`src/rtl/uart_mmio_responder_pkg.sv`:
```
// Shared UART register-select encodings, TX FSM states
// and FIFO depth for the MMIO UART responder.
package uart_mmio_responder_pkg;

  localparam logic [1:0] UART_RXCTRL = 2'b00;
  localparam logic [1:0] UART_RXDATA = 2'b01;
  localparam logic [1:0] UART_TXCTRL = 2'b10;
  localparam logic [1:0] UART_TXDATA = 2'b11;

  localparam int TX_FIFO_DEPTH = 4;

  typedef enum logic [1:0] {
    TX_IDLE,
    TX_START,
    TX_DATA,
    TX_STOP
  } tx_state_e;

endpackage

```
`src/rtl/uart_mmio_responder_tx.sv`:
```
// uart_tx_serializer: baud-timed 8N1 transmitter with a
// byte-in ready/valid port; SerialOut is registered.
module uart_tx_serializer
  import uart_mmio_responder_pkg::*;
#(
  parameter int SymbolEdgeTime = 434
) (
  input  logic       clk,
  input  logic       rst,
  input  logic       in_valid,
  input  logic [7:0] in_byte,
  output logic       in_ready,
  output logic       serial_out
);

  localparam int CntW = $clog2(SymbolEdgeTime);
  localparam logic [CntW-1:0] CntLast =
    CntW'(SymbolEdgeTime - 1);

  tx_state_e       state_q, state_d;
  logic [CntW-1:0] cnt_q, cnt_d;
  logic [2:0]      idx_q, idx_d;
  logic [7:0]      shift_q, shift_d;
  logic            serial_q, serial_d;
  logic            last;

  assign last       = (cnt_q == CntLast);
  assign in_ready   = (state_q == TX_IDLE);
  assign serial_out = serial_q;

  // Next-state: each symbol lasts SymbolEdgeTime cycles, LSB first
  always_comb begin
    state_d  = state_q;
    cnt_d    = cnt_q;
    idx_d    = idx_q;
    shift_d  = shift_q;
    serial_d = serial_q;
    unique case (state_q)
      TX_IDLE: begin
        cnt_d    = '0;
        idx_d    = '0;
        serial_d = 1'b1;
        if (in_valid) begin
          shift_d  = in_byte;
          state_d  = TX_START;
          serial_d = 1'b0;
        end
      end
      TX_START: begin
        if (last) begin
          state_d  = TX_DATA;
          cnt_d    = '0;
          idx_d    = '0;
          serial_d = shift_q[0];
        end else begin
          cnt_d = cnt_q + 1'b1;
        end
      end
      TX_DATA: begin
        if (last) begin
          cnt_d = '0;
          if (idx_q == 3'd7) begin
            state_d  = TX_STOP;
            serial_d = 1'b1;
          end else begin
            idx_d    = idx_q + 3'd1;
            serial_d = shift_q[idx_d];
          end
        end else begin
          cnt_d = cnt_q + 1'b1;
        end
      end
      TX_STOP: begin
        if (last) begin
          state_d = TX_IDLE;
          cnt_d   = '0;
        end else begin
          cnt_d = cnt_q + 1'b1;
        end
      end
      default: state_d = TX_IDLE;
    endcase
  end

  // State register; reset aborts any frame in flight
  always_ff @(posedge clk) begin
    if (rst) begin
      state_q  <= TX_IDLE;
      cnt_q    <= '0;
      idx_q    <= '0;
      shift_q  <= '0;
      serial_q <= 1'b1;
    end else begin
      state_q  <= state_d;
      cnt_q    <= cnt_d;
      idx_q    <= idx_d;
      shift_q  <= shift_d;
      serial_q <= serial_d;
    end
  end

endmodule

```
`src/rtl/uart_mmio_responder.sv`:
```
// MMIO UART responder: RX holding register, read mux, TX path.
// Define UART_TX_FIFO_EN for a 4-entry TX FIFO.
module uart_mmio_responder
  import uart_mmio_responder_pkg::*;
#(
  parameter int ClockFreq = 50_000_000,
  parameter int BaudRate  = 115_200
) (
  input  logic        Clock,
  input  logic        Reset,
  input  logic        REUART,
  input  logic        WEUART,
  input  logic [1:0]  UARTsel,
  input  logic [31:0] WriteData,
  output logic [31:0] ReadData,
  input  logic [7:0]  RxByte,
  input  logic        RxValid,
  output logic        RxReady,
  output logic        SerialOut
);

  localparam int SymbolEdgeTime = ClockFreq / BaudRate;

  logic       rx_full_q, rx_full_d;
  logic [7:0] rx_byte_q, rx_byte_d;
  logic       rx_push, rx_pop;
  logic       tx_hit, tx_ready;
  logic       ser_valid, ser_ready;
  logic [7:0] ser_byte;
  logic       unused_wdata;

  assign unused_wdata = ^WriteData[31:8];

  assign RxReady = ~rx_full_q;
  assign rx_push = RxValid & ~rx_full_q;
  assign rx_pop  = REUART & (UARTsel == UART_RXDATA);
  assign tx_hit  = WEUART & (UARTsel == UART_TXDATA);

  // RX holding register: pop clears, accept only when empty
  always_comb begin
    rx_full_d = rx_full_q;
    rx_byte_d = rx_byte_q;
    if (rx_pop) rx_full_d = 1'b0;
    if (rx_push) begin
      rx_full_d = 1'b1;
      rx_byte_d = RxByte;
    end
  end

  // RX state register
  always_ff @(posedge Clock) begin
    if (Reset) begin
      rx_full_q <= 1'b0;
      rx_byte_q <= '0;
    end else begin
      rx_full_q <= rx_full_d;
      rx_byte_q <= rx_byte_d;
    end
  end

  // Read mux, zero whenever the CPU is not reading
  always_comb begin
    ReadData = '0;
    if (REUART) begin
      unique case (UARTsel)
        UART_RXCTRL: ReadData = {31'b0, rx_full_q};
        UART_RXDATA: ReadData = {24'b0, rx_byte_q};
        UART_TXCTRL: ReadData = {31'b0, tx_ready};
        UART_TXDATA: ReadData = '0;
        default:     ReadData = '0;
      endcase
    end
  end

`ifdef UART_TX_FIFO_EN
  localparam int PtrW = $clog2(TX_FIFO_DEPTH);
  localparam int CntW = $clog2(TX_FIFO_DEPTH + 1);
  localparam logic [CntW-1:0] Full =
    CntW'(TX_FIFO_DEPTH);

  logic [7:0]      fifo_q [TX_FIFO_DEPTH];
  logic [7:0]      fifo_d [TX_FIFO_DEPTH];
  logic [PtrW-1:0] wr_q, wr_d, rd_q, rd_d;
  logic [CntW-1:0] cnt_q, cnt_d;
  logic            push, pop;

  assign tx_ready  = (cnt_q != Full);
  assign ser_valid = (cnt_q != '0);
  assign ser_byte  = fifo_q[rd_q];
  assign pop       = ser_valid & ser_ready;
  assign push      = tx_hit & (tx_ready | pop);

  // FIFO bookkeeping; push+pop when full keeps count
  always_comb begin
    fifo_d = fifo_q;
    wr_d   = wr_q;
    rd_d   = rd_q;
    cnt_d  = cnt_q;
    if (push) begin
      fifo_d[wr_q] = WriteData[7:0];
      wr_d = wr_q + 1'b1;
    end
    if (pop) rd_d = rd_q + 1'b1;
    if (push && !pop) cnt_d = cnt_q + 1'b1;
    if (pop && !push) cnt_d = cnt_q - 1'b1;
  end

  // FIFO storage and pointers
  always_ff @(posedge Clock) begin
    if (Reset) begin
      for (int i = 0; i < TX_FIFO_DEPTH; i++)
        fifo_q[i] <= '0;
      wr_q  <= '0;
      rd_q  <= '0;
      cnt_q <= '0;
    end else begin
      fifo_q <= fifo_d;
      wr_q   <= wr_d;
      rd_q   <= rd_d;
      cnt_q  <= cnt_d;
    end
  end
`else
  // The serializer's shift register is the holding
  // register, so it is empty exactly when the FSM idles.
  assign tx_ready  = ser_ready;
  assign ser_valid = tx_hit;
  assign ser_byte  = WriteData[7:0];
`endif

  uart_tx_serializer #(
    .SymbolEdgeTime(SymbolEdgeTime)
  ) u_tx (
    .clk       (Clock),
    .rst       (Reset),
    .in_valid  (ser_valid),
    .in_byte   (ser_byte),
    .in_ready  (ser_ready),
    .serial_out(SerialOut)
  );

endmodule
```
`config.mk`:
```
export PLATFORM = sky130hd
export DESIGN_NAME = uart_mmio_responder
export DESIGN_NICKNAME = d
export VERILOG_FILES = /design/src/rtl/uart_mmio_responder_pkg.sv /design/src/rtl/uart_mmio_responder_tx.sv /design/src/rtl/uart_mmio_responder.sv
export SDC_FILE = /design/constraint.sdc
export NUM_CORES = 1
export LEC_CHECK = 0
export BUFFER_PORTS_ARGS = -buffer_cell sky130_fd_sc_hd__buf_2
export CELL_PAD_IN_SITES_DETAIL_PLACEMENT = 0
export CELL_PAD_IN_SITES_GLOBAL_PLACEMENT = 1
export CORE_MARGIN = 10
export CORE_UTILIZATION = 35
export DETAILED_ROUTE_END_ITERATION = 8
export GPL_TIMING_DRIVEN = 0
export PLACE_DENSITY_LB_ADDON = 0.1
export REMOVE_ABC_BUFFERS = 1
export SETUP_SLACK_MARGIN = 0.02
export SYNTH_ARGS = -nofsm -noshare
export SYNTH_HDL_FRONTEND = slang
export SYNTH_SLANG_ARGS = --single-unit
```
`constraint.sdc`:
```
create_clock -name Clock -period 4.58 [get_ports Clock]
set_input_delay 0.229 -clock Clock [delete_from_list [all_inputs] [get_ports Clock]]
set_output_delay 0.229 -clock Clock [all_outputs]
set_load 0.02 [all_outputs]
```
==> results_dict.tcl <==
set metrics [dict create \
    antenna_found_initial 0 \
    post-synth-top-count-cell "nand2_1" \
    track_usage_pct 9.08 \
    synth_top_area_share_pct 37.5 \
    nFillCells 505 \
    yosys_most_used_dff "dfxtp_1" \
    numClockSinks 32 \
    setup_violations 0 \
    grt_overflow 0 \
    hold_start "RxByte[7]" \
    final-max-slew-violation-count 0 \
    fin_crit_ns 2.14 \
    hold_viol_final 0 \
    ys_ff_latch 32 \
    cp-end-kind "flip-flop" \
    fmaxAchievable_mhz 468 \
    total_power_mw 0.715 \
    crit_path_start "u_tx.idx_q[0]" \
    ir_worst_vdd_v 0.000166 \
    gp_congestion 0.718 \
    die_x_um 89.9 \
    ys_warn_count 0 \
    p_leak_nw 0.830 \
    synth-edff-count 0 \
    syn-mean-instance-area_sq_um 8.38 \
    antenna_cells 0 \
    grt_pass1_vias 1364 \
    vias 1359 \
    clk_latency_ns 0.28 \
    synth_area_sq_mm 0.00171 \
    internal-power_mw 0.488 \
    r2r-start "u_tx.idx_q[0]" \
    clock_path_buffers 2 \
    cts_resized 0 \
    critPathMaxFanout 4 \
    yosysTopAreaCell "dfxtp_1" \
    syn_to_final_growth_pct 13.2 \
    combinationalPowerShare_pct 25.2 \
    fin_nets 294 \
    clockPowerShare_pct 30.7 \
    critPathKind "reg -> reg" \
    drt_iter0_markers 49 \
    slew_headroom_pct 65.0 \
    critPathRequiredTime_ns 4.74 \
    multi_input_area_sq_um 941 \
    portBuffers 32 \
    totalWireLength_um 3770 \
    grt_max_degree 24 \
    maxCapViolCount 0 \
    drc 0 \
    hpwl_um 2930 \
    finalSetupTns_ns 0 \
    numCtsBuffers 5 \
    vias_per_cell 4.44 \
    cp-start-kind "flip-flop" \
    postRouteAntennaNets 0 \
    syn_inst 204 \
    die_h_um 89.9 \
    io_pins 81 \
    final_cells 306 \
    async_flop_share_pct 0 \
    post_cts_buffers 0 \
    drive_gt1_share_pct 17.2 \
    netlist_top_cells_count "nand2_1 (40), dfxtp_1 (32), buf_4 (24)" \
    cts_root_buf "clkbuf_8" \
    rsz0062_at_grt "no" \
    seqCellArea_sq_um 641 \
    dieArea_sq_mm 0.00808 \
    worst_pin_slew_ns 0.520 \
    grt_pass1_wl_um 6220 \
    row_count 25 \
    switchingPower_mw 0.227 \
    place_inst 298 \
    core_area_sq_mm 0.00472 \
    pwr-share-seq_pct 44.2 \
    yosys.cell_types.count 37 \
    clkTransAtPathRegs_ns 0.06 \
    arrival_ns 2.29 \
    synthTopCellsByArea "dfxtp_1 (37%), buf_4 (11%), nand2_1 (8.8%), ha_1 (6.6%), a21oi_1 (6.4%)" \
    yosysSeqAreaShare_pct 37.5 \
    pwr_density_cell_mw_per_mm2 370 \
    initial_core_util_pct 36.2 \
    cts_tree "yes" \
    holdWs_ns 0.186 \
    postCtsHoldBufs 0 \
    status "complete, no violations" \
    routedWlPerCell_um 12.3 \
    firstDrtPassIters 4 \
    final_util_pct 41.0 \
    hp-class "in -> reg" \
    p_sw_share_pct 31.8 \
    fin_skew_ns 0.00422 \
    post-route-period-util_pct 46.6 \
    cts.htree.levels 2 \
]
[worst max-delay path, stage by stage, from the launching register on]
cell	delay, ns
dfxtp_1	0.34
ha_1	0.21
ha_1	0.34
mux4_1	0.55
mux2i_1	0.15
nand4_1	0.10
a311o_1	0.32
[power groups by stage]
| stage | logic [mW] | registers [mW] | clock network, mW |
|---|---|---|---|
| final | 0.180 | 0.316 | 0.219 |
| after global routing | 0.207 | 0.320 | 0.245 |
| after CTS | 0.181 | 0.316 | 0.231 |
| after detailed placement | 0.179 | 0.322 | 0 |
| after global placement | 0.180 | 0.322 | 0 |
| after floorplan | 0.128 | 0.322 | 0 |
[state kept, by name, indices dropped and copies added (netlist names)]
name and flops:
u_tx.state_q 2, u_tx.cnt_q 9, u_tx.serial_out 1, u_tx.idx_q 3, u_tx.shift_q 8, rx_full_q 1
rx_byte_q 8
[through the flow]
step,cell area [sq um],setup WS [ns]
detailed placement,1840,2.43
global placement,1840,2.41
floorplan,1600,2.57
global route,1930,2.33
finish,1930,2.44
CTS,1930,2.42
[final cells by class]
cell class / instances / area share, %
Clock buffer: 8 / 4.66
Inverter: 5 / 0.970
Multi-Input combinational cell: 162 / 48.6
Sequential cell: 32 / 33.1
Tap cell: 67 / 4.33
Timing Repair Buffer: 32 / 8.28
[path summary, 6_finish.rpt]
path                     end  slack, ns  cells past startpoint
max          u_tx.serial_out       2.44                      6
min             rx_byte_q[7]       0.19                      3
max reg2reg  u_tx.serial_out       2.44                      6
min reg2reg     rx_byte_q[2]       0.45                      2
[cell families (layout without fill, tap and decap cells)]
group | Yosys count | after routing | synth area share [%]
compound gates | 33 | 33 | 11.2
fa+ha+maj | 9 | 9 | 6.59
buf+inv | 33 | 45 | 12.5
xor+xnor | 7 | 7 | 3.59
simple gates | 84 | 84 | 23.5
flops | 32 | 32 | 37.5
other cells | 1 | 24 | 0.219
mux | 5 | 5 | 4.90
[routing by layer]
metal | wire (um) | GRT usage (%) | vias to the layer above
met1 | 1750 | 9.95 | 593
li1 | - | - | 709
met4 | 40 | 3.18 | 0
met3 | 448 | 6.32 | 5
met2 | 1530 | 13.6 | 52
met5 | 0 | 0 | -
[placed cells by master, fill, tap and decap left out]
| master | count |
|---|---|
| nand2_1 | 40 |
| buf_2 | 32 |
| dfxtp_1 | 32 |
| conb_1 | 24 |
| a21oi_1 | 22 |
| nor2_1 | 12 |
| and2_1 | 9 |
| ha_1 | 9 |
| clkbuf_8 | 6 |
| inv_1 | 5 |
| nand3_1 | 4 |
| xnor2_1 | 4 |
| o21ai_0 | 3 |
| nand4_1 | 3 |
| xor2_1 | 3 |
| mux2i_1 | 2 |
| nor2b_1 | 2 |
| and3_1 | 2 |
| nor3_1 | 2 |
| nand2b_1 | 2 |
| a21boi_0 | 2 |
| mux4_1 | 2 |
| clkbuf_1 | 2 |
| and3b_1 | 1 |
| nand3b_1 | 1 |
| and4_1 | 1 |
| nand4bb_1 | 1 |
| nand4b_1 | 1 |
| or3_1 | 1 |
| a21o_1 | 1 |
| or2_2 | 1 |
| a31oi_1 | 1 |
| nor4_1 | 1 |
| a22o_1 | 1 |
| a22o_2 | 1 |
| mux2_2 | 1 |
| a311oi_1 | 1 |
| a311o_1 | 1 |
(Power assumes the default switching activity.)
